===== src/rtl/dose_scheduler.sv =====
// Round-robin pill-compartment reminder sequencer with ack timeout and miss report.
// Optional snooze/retry stage is built when DOSE_SCHEDULER_SNOOZE_EN is defined.
module dose_scheduler #(
  parameter int N_SLOTS      = 4,
  parameter int SLOT_W       = 2,
  parameter int CNT_W        = 16,
  parameter int PRESCALE     = 100,
  parameter int ACK_TIMEOUT  = 50,
  parameter int SNOOZE_TICKS = 20,
  parameter int MAX_RETRY    = 2
) (
  input  logic              clk,
  input  logic              reset,
  input  logic              cfg_we,
  input  logic [SLOT_W-1:0] cfg_slot,
  input  logic [CNT_W-1:0]  cfg_interval,
  input  logic              cfg_enable,
  input  logic              ack,
  output logic              medicine_reminder,
  output logic [SLOT_W-1:0] reminder_slot,
  output logic              missed,
  output logic [SLOT_W-1:0] missed_slot,
  output logic [N_SLOTS-1:0] pending
);

  localparam int PW = (PRESCALE > 1) ? $clog2(PRESCALE) : 1;
  localparam int T1 = (ACK_TIMEOUT > SNOOZE_TICKS) ? ACK_TIMEOUT : SNOOZE_TICKS;
  localparam int TMAX = (T1 > MAX_RETRY) ? T1 : MAX_RETRY;
  localparam int TW = $clog2(TMAX + 1);

  localparam logic [1:0] S_IDLE   = 2'd0;
  localparam logic [1:0] S_REMIND = 2'd1;
`ifdef DOSE_SCHEDULER_SNOOZE_EN
  localparam logic [1:0] S_SNOOZE = 2'd2;
  logic [TW-1:0] rty_q, rty_d;
`endif

  logic [PW-1:0]      pre_q, pre_d;
  logic [1:0]         state_q, state_d;
  logic [TW-1:0]      tmr_q, tmr_d;
  logic [SLOT_W-1:0]  slot_q, slot_d;
  logic [SLOT_W-1:0]  ptr_q, ptr_d;
  logic               miss_q, miss_d;
  logic [SLOT_W-1:0]  mslot_q, mslot_d;
  logic [N_SLOTS-1:0] pend_q, pend_d;
  logic [N_SLOTS-1:0] en_q, en_d;
  logic [CNT_W-1:0]   rld_q [N_SLOTS];
  logic [CNT_W-1:0]   rld_d [N_SLOTS];
  logic [CNT_W-1:0]   cnt_q [N_SLOTS];
  logic [CNT_W-1:0]   cnt_d [N_SLOTS];

  logic               tick;
  logic               cfg_hit;
  logic               cfg_off;
  logic               act_off;
  logic [N_SLOTS-1:0] exp_v;
  logic [N_SLOTS-1:0] clr;
  logic               gnt_ok;
  logic [SLOT_W-1:0]  gnt;
  logic [SLOT_W-1:0]  idx;

  assign tick    = (pre_q == PW'(PRESCALE - 1));
  assign cfg_hit = cfg_we && (32'(cfg_slot) < N_SLOTS);
  assign cfg_off = cfg_hit && (!cfg_enable || cfg_interval == '0);
  assign act_off = cfg_off && (cfg_slot == slot_q) && (state_q != S_IDLE);

  always_comb begin
    pre_d   = tick ? '0 : pre_q + PW'(1);
    en_d    = en_q;
    rld_d   = rld_q;
    cnt_d   = cnt_q;
    exp_v   = '0;
    clr     = '0;
    state_d = state_q;
    tmr_d   = tmr_q;
    slot_d  = slot_q;
    ptr_d   = ptr_q;
    miss_d  = 1'b0;
    mslot_d = mslot_q;
    gnt_ok  = 1'b0;
    gnt     = '0;
    idx     = '0;
`ifdef DOSE_SCHEDULER_SNOOZE_EN
    rty_d   = rty_q;
`endif

    for (int i = 0; i < N_SLOTS; i++) begin
      if (cfg_hit && cfg_slot == SLOT_W'(i)) begin
        rld_d[i] = cfg_interval;
        cnt_d[i] = cfg_interval;
        en_d[i]  = cfg_enable;
      end else if (tick && en_q[i] && rld_q[i] != '0) begin
        if (cnt_q[i] == CNT_W'(1)) begin
          exp_v[i] = 1'b1;
          cnt_d[i] = rld_q[i];
        end else if (cnt_q[i] != '0) begin
          cnt_d[i] = cnt_q[i] - CNT_W'(1);
        end
      end
    end
    if (cfg_off) clr[cfg_slot] = 1'b1;

    for (int k = 0; k < N_SLOTS; k++) begin
      idx = SLOT_W'((32'(ptr_q) + 32'(k)) % N_SLOTS);
      if (!gnt_ok && pend_q[idx]) begin
        gnt_ok = 1'b1;
        gnt    = idx;
      end
    end

    case (state_q)
      S_IDLE: begin
        if (gnt_ok) begin
          slot_d  = gnt;
          tmr_d   = TW'(ACK_TIMEOUT);
          state_d = S_REMIND;
          ptr_d   = (gnt == SLOT_W'(N_SLOTS - 1)) ? '0 : gnt + SLOT_W'(1);
`ifdef DOSE_SCHEDULER_SNOOZE_EN
          rty_d   = '0;
`endif
        end
      end
      S_REMIND: begin
        if (act_off) begin
          state_d = S_IDLE;
        end else if (ack) begin
          clr[slot_q] = 1'b1;
          state_d     = S_IDLE;
        end else if (tick) begin
          if (tmr_q > TW'(1)) begin
            tmr_d = tmr_q - TW'(1);
`ifdef DOSE_SCHEDULER_SNOOZE_EN
          end else if (rty_q < TW'(MAX_RETRY)) begin
            tmr_d   = TW'(SNOOZE_TICKS);
            state_d = S_SNOOZE;
`endif
          end else begin
            miss_d      = 1'b1;
            mslot_d     = slot_q;
            clr[slot_q] = 1'b1;
            state_d     = S_IDLE;
          end
        end
      end
`ifdef DOSE_SCHEDULER_SNOOZE_EN
      S_SNOOZE: begin
        if (act_off) begin
          state_d = S_IDLE;
        end else if (tick) begin
          if (tmr_q > TW'(1)) begin
            tmr_d = tmr_q - TW'(1);
          end else begin
            rty_d   = rty_q + TW'(1);
            tmr_d   = TW'(ACK_TIMEOUT);
            state_d = S_REMIND;
          end
        end
      end
`endif
      default: state_d = S_IDLE;
    endcase

    // a fresh expiry outranks any clear of the same slot
    pend_d = (pend_q & ~clr) | exp_v;
  end

  always_ff @(posedge clk) begin
    if (!reset) begin
      pre_q   <= '0;
      state_q <= S_IDLE;
      tmr_q   <= '0;
      slot_q  <= '0;
      ptr_q   <= '0;
      miss_q  <= 1'b0;
      mslot_q <= '0;
      pend_q  <= '0;
      en_q    <= '0;
      for (int i = 0; i < N_SLOTS; i++) begin
        rld_q[i] <= '0;
        cnt_q[i] <= '0;
      end
`ifdef DOSE_SCHEDULER_SNOOZE_EN
      rty_q   <= '0;
`endif
    end else begin
      pre_q   <= pre_d;
      state_q <= state_d;
      tmr_q   <= tmr_d;
      slot_q  <= slot_d;
      ptr_q   <= ptr_d;
      miss_q  <= miss_d;
      mslot_q <= mslot_d;
      pend_q  <= pend_d;
      en_q    <= en_d;
      rld_q   <= rld_d;
      cnt_q   <= cnt_d;
`ifdef DOSE_SCHEDULER_SNOOZE_EN
      rty_q   <= rty_d;
`endif
    end
  end

  assign medicine_reminder = (state_q == S_REMIND);
  assign reminder_slot     = slot_q;
  assign missed            = miss_q;
  assign missed_slot       = mslot_q;
  assign pending           = pend_q;

endmodule


===== config.mk =====
export PLATFORM = sky130hd
export DESIGN_NAME = dose_scheduler
export DESIGN_NICKNAME = d
export VERILOG_FILES = /design/src/rtl/dose_scheduler.sv
export SDC_FILE = /design/constraint.sdc
export NUM_CORES = 1
export LEC_CHECK = 0
export ABC_AREA = 1
export BUFFER_PORTS_ARGS = -buffer_cell sky130_fd_sc_hd__buf_2
export CORE_ASPECT_RATIO = 1.5
export CORE_UTILIZATION = 55
export CTS_BUF_LIST = sky130_fd_sc_hd__clkbuf_2 sky130_fd_sc_hd__clkbuf_4 sky130_fd_sc_hd__clkbuf_8
export CTS_CLUSTER_DIAMETER = 30
export DETAILED_ROUTE_END_ITERATION = 7
export PLACE_DENSITY = 0.72
export SLEW_MARGIN = 15
export SYNTH_ARGS = -nofsm -noshare
export SYNTH_HDL_FRONTEND = slang
export SYNTH_SLANG_ARGS = --single-unit

===== constraint.sdc =====
create_clock -name clk -period 5.51 [get_ports clk]
set_clock_uncertainty 0.05 [all_clocks]
set_input_delay 1.102 -clock clk [delete_from_list [all_inputs] [get_ports clk]]
set_output_delay 1.102 -clock clk [all_outputs]
set_load 0.05 [all_outputs]

=== After elaboration in Yosys (flattened, before gate mapping) ===
Cells that the tools add are included.

* Add/sub/neg operators: 10
* Muxes and demuxes: 68
* Eq/ne operators: 18
* Order comparisons: 9
* Bitwise gates (word level): 10
* Reduce and logical (&&, ||, !) cells: 56

{| class="wikitable"
|+ Operators by type and width
! operator !! number
|-
| two-way mux 16 bit || 16
|-
| nonzero test 16 bit || 8
|-
| equality test 16 x 1 -> 1 bit, second input constant || 4
|-
| subtractor 16 x 1 -> 16 bit, second input constant || 4
|-
| two-way mux 6 bit || 5
|-
| two-way mux 4 bit || 6
|-
| two-way mux 1 bit || 23
|-
| logical AND 1 bit || 20
|-
| two-way mux 2 bit || 10
|-
| < comparator 2 x 3 -> 1 bit, second input constant || 6
|-
| logical NOT 16 bit || 1
|-
| case mux 6 bit (2 select lines) || 1
|-
| nonzero test 2 bit || 6
|-
| nonzero test 3 bit || 4
|-
| AND reduction 2 bit || 5
|-
| binary-select mux 1 bit (select 2 bit) || 4
|-
| bitwise OR 4 bit || 2
|-
| adder 7 x 1 -> 7 bit, second input constant || 1
|-
| equality test 7 bit, second input constant || 1
|-
| equality test 2 bit, second input constant || 3
|-
| greater-than comparator 6 x 1 -> 1 bit, second input constant || 1
|-
| != test 2 bit, second input constant || 3
|-
| NOT 1 bit || 6
|-
| AND reduction 6 bit || 1
|-
| 20 further kinds || 30
|}

* Input port bits: 23
* Logic and storage cells: 191
* Flip-flop bits (word level): 158

=== Depth between registers and ports, before layout ===
Gate-level depths: netlist of the first run.

* Depth in word-level cells: 14
* Gate-level depth with buffers: 15
* Mapped depth without buffers: 14

=== Worst setup path before layout of the first run ===
No wires, ideal clock.

* Kind: input port to flip-flop
* Start point: input cfg_interval[14]
* End point: register mslot_q[0] (netlist: missed_slot[0])
* Cell stages on the path: 11
* Path slack: 3.302 ns
* Buffers on the path: 1
* Data required time: 5.345 ns
* Arrival: 2.043 ns
* Cell sequence: nor2_1 > nand2_1 > nor2_1 > nand2_1 > nand2_1 > nand3_1 > buf_2 > nand3_1 > nand2_1 > nand2_1 > nor2_1

* Longest elaborated chain between the ends: 7

{| class="wikitable"
|+ RTL lines
! item !! line !! source
|-
| start: declaration || 16 || <nowiki>input logic [CNT_W-1:0] cfg_interval,</nowiki>
|-
| logical NOT 16 bit || 64 || <nowiki>assign cfg_off = cfg_hit && (!cfg_enable || cfg_interval == '0);</nowiki>
|-
| logical OR 1 bit || 64 ||
|-
| logical AND 1 bit || 64 ||
|-
| logical AND 1 bit (2 in series) || 65 || <nowiki>assign act_off = cfg_off && (cfg_slot == slot_q) && (state_q != S_IDLE);</nowiki>
|-
| NOT 1 bit (no line) || -- ||
|-
| AND reduction 5 bit (no line) || -- ||
|-
| end signal: assignment || 192 || <nowiki>mslot_q <= mslot_d;</nowiki>
|-
| end: declaration || 44 || <nowiki>logic [SLOT_W-1:0] mslot_q, mslot_d;</nowiki>
|}

Every way passes these cells.
A chain may end at the register's enable or synchronous reset.

=== Final worst setup path of the first run ===
* Start point: input reset
* End point: register cnt_q[56] (netlist name)

{| class="wikitable"
|+ RTL lines
! item !! line !! source
|-
| start: declaration || 13 || <nowiki>input logic reset,</nowiki>
|-
| end signal: assignment || 196 || <nowiki>cnt_q <= cnt_d;</nowiki>
|-
| end: declaration || 49 || <nowiki>logic [CNT_W-1:0] cnt_q [N_SLOTS];</nowiki>
|}

No word-level cell between the ends.

==> impl_metrics.json, run 1 <==
{
  "start_util_pct": 56.2,
  "arrival_ps": 2880,
  "ys_top_cells_by_area": "dfxtp_1 32%, nand2_1 20%, nor2_1 9.1%",
  "powerDensity_mw_per_mm2": 306,
  "clockBufferDepth": 2,
  "worstMarginPinSlew_ps": 913,
  "design.die.area_sq_mm": 0.0182,
  "max_freq_mhz": 386,
  "r2r_start": "cnt_q[55]$_SDFFE_PN0P_",
  "mappedNetlistNets": 1595,
  "grt_pass1_wl_microns": 42900,
  "path_clk_slew_ps": 90,
  "track_usage_pct": 29.4,
  "clkLatencyLatePin_ps": 480,
  "cts_root_buf": "clkbuf_8",
  "r2r_cells": 9,
  "vdd_ir_drop_max_mv": 0.187,
  "min_to": "pre_q[0]$_SDFF_PP0_",
  "cp-end-kind": "flip-flop",
  "num_antenna_cells": 0,
  "cts-resized-gates": 0,
  "tns_ps": 0,
  "total_power_w": 0.00315,
  "syn_inst": 1560,
  "boundaryPins": 33,
  "fin_nets": 1602,
  "fp.coreArea_sq_mm": 0.0173,
  "cts_max_level": 4,
  "routed_wl_microns": 25900,
  "crit_type": "input pin to flip-flop",
  "synth-edff-count": 0,
  "numCtsBuffers": 17,
  "hp-start": "pre_q[0]$_SDFF_PP0_",
  "final_common_cell": "nand2_1",
  "synthToLayoutAreaGrowth_pct": 5.83,
  "overflow": 0,
  "cts_tree": "done",
  "ant_nets": 0,
  "drive_gt1_share_pct": 10.9,
  "period_share_pct": 47.1,
  "regArea_sq_mm": 0.00314,
  "cap_violations": 0,
  "fillers": 1828,
  "drt-wirelength-per-cell_microns": 14.5,
  "dr.pass1.iters": 6,
  "hold_buffers": 0,
  "leakage_nw": 4.85,
  "status": "finished clean",
  "avgSynthCellArea_sq_um": 6.22,
  "min_path_type": "flip-flop to flip-flop",
  "rr_endpoint": "cnt_q[60]$_SDFFE_PN0P_",
  "hold_viol": 0,
  "die_h_microns": 165,
  "synth_area_sq_mm": 0.00971,
  "synth_top_area_share_pct": 32.4,
  "vias_per_cell": 5.38,
  "yosysTopAreaCell": "dfxtp_1",
  "grt_pass1_vias": 8898,
  "cts.sinks": 157,
  "required_ps": 5800,
  "setup_viol": 0,
  "port_buffers": 32,
  "drv_slew": 0,
  "drt_iter0_markers": 589,
  "yosysSeqAreaShare_pct": 32.4,
  "rsz0062_at_grt": "no",
  "start_kind": "input pin",
  "hold_path_depth": 1,
  "final_cell_mix": "514 x nand2_1, 236 x nor2_1, 157 x dfxtp_1",
  "ys.flop_type": "dfxtp_1",
  "reg2reg_slack_ps": 3110,
  "yosysUniqueCellTypes": 44,
  "gp_congestion": 0.885,
  "dp_hpwl_microns": 18700,
  "ys_seq_elements": 157,
  "crit_path_max_fanout": 76,
  "finalCriticalPeriod_ps": 2590,
  "slew_headroom_pct": 38.9,
  "fp-row-count": 59,
  "postCtsSetupRepairBufs": 0,
  "antenna_found_initial": 0,
  "async_flop_share_pct": 0,
  "die_w_microns": 110,
  "yosys_warnings": 0,
  "multi_input_area_sq_mm": 0.00570,
  "drc": 0,
  "vias": 9649,
  "grt_max_degree": 77
}
-- cells in the mapped netlist, types with 7 or more instances --
master	number
a21boi_1	9
a21oi_1	109
a21oi_2	12
buf_2	8
buf_6	7
clkbuf_1	21
dfxtp_1	157
ha_1	12
inv_1	143
inv_2	10
nand2_1	514
nand2_2	16
nand3_1	113
nand3_2	20
nand3b_1	9
nand4_1	27
nor2_1	236
nor2_2	17
nor2_4	9
o21ai_0	21
o21ai_1	10
or2_0	8
or2_2	8
xnor2_1	7
xor2_1	13
-- cell type report --
type                            instances  area share [%]
Clock buffer                           19            2.55
Multi-Input combinational cell       1201            55.5
Timing Repair Buffer                   35            1.78
Inverter                              155            5.69
Tap cell                              213            2.59
Clock inverter                         13            1.27
Sequential cell                       157            30.6
-- registers in the layout, indices dropped and copies added, names as in the netlist, 2 cells and up --
register / cells
pre_q: 7
rld_q: 64
ptr_q: 2
reminder_slot: 2
cnt_q: 64
missed_slot: 2
tmr_q: 6
en_q: 4
pending: 4
-- cell families after synthesis --
kind of cell / share of synthesized area (%)
compound gates: 9.82
simple gates: 45.6
buf+inv: 8.86
flops: 32.4
fa+ha+maj: 1.55
xor+xnor: 1.80
-- per-layer routing --
| layer | global-route usage (%) | wire (microns) | vias to the layer above |
|---|---|---|---|
| met5 | 0 | 0 | - |
| met4 | 11.9 | 769 | 0 |
| met3 | 4.84 | 1090 | 60 |
| met2 | 54.7 | 13200 | 206 |
| met1 | 33.3 | 10900 | 4422 |
| li1 | - | - | 4961 |
-- how the worst max path moves through the flow --
stage	cells after the start	from	endpoint	slack [ps]
2_1_floorplan	11	cfg_interval[14]	missed_slot[0]$_SDFFE_PN0P_	3300
5_1_grt	6	cfg_we	cnt_q[4]$_SDFFE_PN0P_	2780
3_3_place_gp	4	reset	cnt_q[30]$_SDFFE_PN0P_	2480
3_5_place_dp	4	reset	cnt_q[25]$_SDFFE_PN0P_	2440
6_report	4	reset	cnt_q[56]$_SDFFE_PN0P_	2920
4_1_cts	4	reset	cnt_q[56]$_SDFFE_PN0P_	2970
-- worst max-delay path: stages --
cell,delay [ps]
buf_2,270
inv_4,720
buf_4,630
nor2_1,100
-- stage by stage --
stage	worst slack, ps	util (%)	cells	hold WS (ps)	cell area, sq um
3_5_place_dp	2440	57.2	1761	393	9880
3_3_place_gp	2480	57.2	1761	380	9880
5_1_grt	2780	59.5	1793	433	10300
2_1_floorplan	3300	-	1560	368	9710
4_1_cts	2970	59.5	1793	407	10300
6_report	2920	59.5	1793	405	10300
-- power breakdown --
part | internal, W | leakage, nW | switching [W]
Sequential | 0.00120 | 1.28 | 0.0000759
Clock | 0.000390 | 0.192 | 0.000473
Combinational | 0.000348 | 3.38 | 0.000658
No activity file was read; power rests on OpenSTA's default activity.
==> inputs of run 2 (changes only) <==
- clock period: 5.51 -> 2.6 ns (I/O delays scaled with it)
==> run 2 against run 1 <==
Utilization grew 0.63 points. Via count is 0.42% lower. Flip-flop and latch count is the same. Cell count is 0.67% higher. Final area up 1.1%. Hold slack got worse by 70 ps. Combinational power is 110% higher. Power increased by 110%. Setup slack got worse by 2500 ps. First-iteration DRC count up 19%. Die area did not move. Count of clock-buffer cells in the layout increased by 2. Critical path type is now flip-flop to flip-flop. Largest cell class unchanged.
==> impl_metrics.json, run 2 (synthesis gave the netlist of run 1 again) <==
{
  "arrival_ps": 2430,
  "postCtsSetupRepairBufs": 0,
  "power_frac_seq_pct": 40.4,
  "max_freq_mhz": 468,
  "final_cell_mix": "514 x nand2_1, 236 x nor2_1, 157 x dfxtp_1",
  "track_usage_pct": 29.4,
  "dr.pass1.iters": 5,
  "gp_congestion": 0.961,
  "leakage_nw": 4.91,
  "pwr-share-comb_pct": 32.6,
  "vdd_ir_drop_max_mv": 0.446,
  "cap_violations": 0,
  "rsz0062_at_grt": "no",
  "start_kind": "flip-flop",
  "synthToLayoutAreaGrowth_pct": 6.95,
  "vias_per_cell": 5.32,
  "powerDensity_mw_per_mm2": 642,
  "die_h_microns": 165,
  "path_clk_slew_ps": 90,
  "regArea_sq_mm": 0.00314,
  "antenna_found_initial": 0,
  "cts.sinks": 157,
  "grt_use_met1_pct": 31.6,
  "crit_type": "flip-flop to flip-flop",
  "routed_wl_microns": 26200,
  "drt-wirelength-per-cell_microns": 14.5,
  "final_common_cell": "nand2_1",
  "cts-resized-gates": 0,
  "drc": 0,
  "switchingPower_w": 0.00252,
  "min_path_type": "input pin to flip-flop",
  "use_met2_pct": 56.6,
  "worstMarginPinSlew_ps": 519,
  "clkLatencyLatePin_ps": 460,
  "design.die.area_sq_mm": 0.0182,
  "clock_power_share_pct": 27.0,
  "grt_pass1_wl_microns": 43000,
  "hold_buffers": 0,
  "internal_power_w": 0.00415,
  "dp_hpwl_microns": 19700,
  "fillers": 1729,
  "drv_slew": 0,
  "setup_viol": 0,
  "grt_pass1_vias": 9088,
  "period_share_pct": 82.2,
  "clockBufferDepth": 2,
  "start_util_pct": 56.2,
  "multi_input_area_sq_mm": 0.00570,
  "cts_max_level": 4,
  "port_buffers": 32,
  "drive_gt1_share_pct": 11.6,
  "required_ps": 2890,
  "fp-row-count": 59,
  "numCtsBuffers": 17,
  "cts_root_buf": "clkbuf_8",
  "worst_slack_ps": 462,
  "top_regs": "cnt_q: 64 flops, rld_q: 64 flops, pre_q: 7 flops",
  "crit_path_max_fanout": 26,
  "swShare_pct": 37.8,
  "drt_iter0_markers": 700,
  "fin_nets": 1614,
  "fp.coreArea_sq_mm": 0.0173,
  "grt_max_degree": 42,
  "slew_headroom_pct": 65.3,
  "status": "finished clean",
  "grt_busiest_layer": "met2",
  "die_w_microns": 110,
  "num_antenna_cells": 0,
  "ant_nets": 0,
  "boundaryPins": 33,
  "tns_ps": 0,
  "overflow": 0,
  "vias": 9608,
  "cp-end-kind": "flip-flop",
  "cts_tree": "done",
  "pre_cts_slack_ps": 364,
  "grtUsageMet3_pct": 4.26,
  "finalCriticalPeriod_ps": 2140,
  "hold_viol": 0
}
run 2: changes by cell type in the layout (fill, tap and decap cells not counted):
cell / delta
buf_4: +10
inv_6: -1
inv_8: -1
clkinvlp_4: +1
clkbuf_4: +2
buf_12: +2
clkinv_4: -1
run 2: final timing paths:
check / startpoint / endpoint / slack, ps / cells past startpoint
hold / removal: cfg_interval[10] / rld_q[42]$_SDFFE_PN0P_ / 330 / 3
hold reg to reg: pre_q[0]$_SDFF_PP0_ / pre_q[0]$_SDFF_PP0_ / 410 / 1
setup reg to reg: cnt_q[32]$_SDFFE_PN0P_ / cnt_q[41]$_SDFFE_PN0P_ / 460 / 9
setup / recovery: cnt_q[32]$_SDFFE_PN0P_ / cnt_q[41]$_SDFFE_PN0P_ / 460 / 9
run 2: per-layer routing:
| metal | part of all wire (%) | vias up |
|---|---|---|
| met5 | 0 | - |
| met3 | 4.2 | 61 |
| li1 | - | 4962 |
| met4 | 3.2 | 0 |
| met1 | 40 | 4363 |
| met2 | 52 | 222 |
run 2: critical path, stage by stage (launching register included):
cell and delay, ps:
dfxtp_1 420, ha_1 220, inv_1 90, nor3_4 370, nand2_4 300, or2_0 290
nand2_1 70, nor2_1 40, nor2_1 120, nor2_1 50
run 2: per-stage QoR:
stage               std cells  hold slack (ps)  util [%]  instance area [sq um]  total power [W]
global placement         1773              380      57.9                   9990          0.00489
finish                   1805              335      60.1                  10400          0.00666
detailed placement       1773              405      57.9                   9990          0.00491
global route             1805              349      60.1                  10400          0.00709
floorplan                1560              368         -                   9710          0.00445
CTS                      1805              318      60.1                  10400          0.00670
run 2: power groups by stage:
stage	clock network (W)	registers (W)	logic [W]
after global placement	0	0.00275	0.00214
final	0.00180	0.00269	0.00217
after floorplan	0	0.00276	0.00168
after global routing	0.00192	0.00272	0.00245
after CTS	0.00184	0.00269	0.00217
after detailed placement	0	0.00275	0.00216
run 2: cell type report:
class / count / area share [%]
Tap cell: 213 / 2.57
Clock buffer: 21 / 2.66
Timing Repair Buffer: 47 / 2.87
Clock inverter: 11 / 1.05
Multi-Input combinational cell: 1201 / 54.9
Inverter: 155 / 5.63
Sequential cell: 157 / 30.3
==> inputs of run 3 (changes only) <==
- clock period: 2.6 -> 2.1 ns (I/O delays scaled with it)
==> run 3 against run 2 <==
Largest cell class unchanged. Critical path type unchanged. Cell count rose by 1.6%. Register-to-register slack got worse by 300 ps. Power rose by 27%. Largest power group unchanged. Setup slack got worse by 300 ps.
==> impl_metrics.json, run 3 (synthesis gave the netlist of run 1 again) <==
{
  "dp_hpwl_microns": 20000,
  "dr.pass1.iters": 5,
  "max_freq_mhz": 516,
  "die_w_microns": 110,
  "required_ps": 2470,
  "track_usage_pct": 30.0,
  "crit_path_max_fanout": 17,
  "r2r_start": "pre_q[0]$_SDFF_PP0_",
  "synthToLayoutAreaGrowth_pct": 9.69,
  "placed_area_sq_mm": 0.0102,
  "port_buffers": 32,
  "drv_slew": 0,
  "final_common_cell": "nand2_1",
  "cts_tree": "done",
  "cts.sinks": 157,
  "fp-row-count": 59,
  "die_h_microns": 165,
  "hold_viol": 0,
  "top_regs": "cnt_q: 64 flops, rld_q: 64 flops, pre_q: 7 flops",
  "vias_per_cell": 5.43,
  "period_share_pct": 92.4,
  "drt_iter0_markers": 630,
  "r2r_cells": 11,
  "crit_start": "pre_q[0]$_SDFF_PP0_",
  "antenna_found_initial": 0,
  "grt_pass1_vias": 9269,
  "fp.coreArea_sq_mm": 0.0173,
  "vias": 9946,
  "grt_pass1_wl_microns": 43800,
  "cap_violations": 0,
  "ant_nets": 0,
  "routed_wl_microns": 27100,
  "powerDensity_mw_per_mm2": 793,
  "setup_viol": 0,
  "crit_path_end": "cnt_q[22]$_SDFFE_PN0P_",
  "worstMarginPinSlew_ps": 547,
  "slew_headroom_pct": 63.5,
  "rr_endpoint": "cnt_q[22]$_SDFFE_PN0P_",
  "numCtsBuffers": 17,
  "overflow": 0,
  "hold_path_depth": 3,
  "leakage_nw": 5.07,
  "utilization_pct": 61.6,
  "reg2reg_slack_ps": 160,
  "drt-wirelength-per-cell_microns": 14.8,
  "min_path_type": "input pin to flip-flop",
  "boundaryPins": 33,
  "path_clk_slew_ps": 90,
  "grt_max_degree": 50,
  "cts_max_level": 4,
  "drc": 0,
  "hold_buffers": 0,
  "start_kind": "flip-flop",
  "clkLatencyLatePin_ps": 490,
  "status": "finished clean",
  "finalCriticalPeriod_ps": 1940,
  "fin_area_sq_mm": 0.0106,
  "final_cell_mix": "513 x nand2_1, 234 x nor2_1, 155 x dfxtp_1",
  "vdd_ir_drop_max_mv": 0.586,
  "arrival_ps": 2310,
  "crit_type": "flip-flop to flip-flop",
  "cts_root_buf": "clkbuf_8",
  "drive_gt1_share_pct": 13.6,
  "hp-start": "cfg_interval[3]",
  "design.die.area_sq_mm": 0.0182,
  "start_util_pct": 56.2,
  "cp-end-kind": "flip-flop",
  "clockBufferDepth": 2,
  "fin_nets": 1642,
  "num_antenna_cells": 0,
  "gp_congestion": 0.919
}
run 3: stage by stage:
stage	setup TNS, ps	cells	setup WS, ps	power [W]	hold slack (ps)
2_1_floorplan	0	1560	93.6	0.00550	368
3_3_place_gp	-78.3	1798	-78.3	0.00610	380
3_5_place_dp	-260	1798	-75.2	0.00614	400
4_1_cts	0	1830	1.12	0.00841	210
5_1_grt	-54.9	1833	-26.7	0.00897	219
6_report	0	1833	161	0.00844	200
run 3: worst min-delay path by stage:
| stage | end | slack (ps) |
|---|---|---|
| 2_1_floorplan | pre_q[0]$_SDFF_PP0_ | 370 |
| 3_3_place_gp | pre_q[0]$_SDFF_PP0_ | 380 |
| 3_5_place_dp | en_q[2]$_SDFFE_PN0P_ | 400 |
| 4_1_cts | rld_q[35]$_SDFFE_PN0P_ | 210 |
| 5_1_grt | rld_q[35]$_SDFFE_PN0P_ | 220 |
| 6_report | rld_q[35]$_SDFFE_PN0P_ | 200 |
run 3: area by class of cell:
cell class | instances | area (sq um)
clock buffer | 19 | 262
multi-input combinational | 1201 | 5750
inverter | 155 | 584
clock inverter | 13 | 131
tap | 213 | 267
timing repair buffer | 75 | 505
sequential | 157 | 3150
fill | 1759 | 6630
run 3: routing by layer:
layer	vias to the layer above	share of wire [%]	GRT usage, %
met5	-	0	0
met1	4594	41	32.8
li1	5031	-	-
met3	76	4.1	4.55
met4	0	4.4	15.6
met2	245	51	56.0
run 3: critical path, stage by stage (launching register included):
cell and delay [ps]:
dfxtp_1 370, ha_1 190, inv_1 80, nor2_2 140
nand2_4 140, nor2_1 170, nand2_1 110, nand2_1 120
nand2_4 160, inv_2 160, nand2_1 80, a21oi_2 110
run 3: power breakdown:
part / switching (W) / leakage, nW / total (W) / internal [W]
sequential: 0.000165 / 1.28 / 0.00332 / 0.00316
combinational: 0.00181 / 3.61 / 0.00282 / 0.00102
clock: 0.00127 / 0.184 / 0.00230 / 0.00102
total: 0.00324 / 5.07 / 0.00844 / 0.00520
run 3: repair_timing:
item                                    in CTS  in global routing
pin swaps                                    0                  2
hold endpoints to repair                     0                  0
setup buffers                                0                  3
cloned                                       0                  0
endpoints found under the setup margin       8                 58
resized for setup                            3                 14
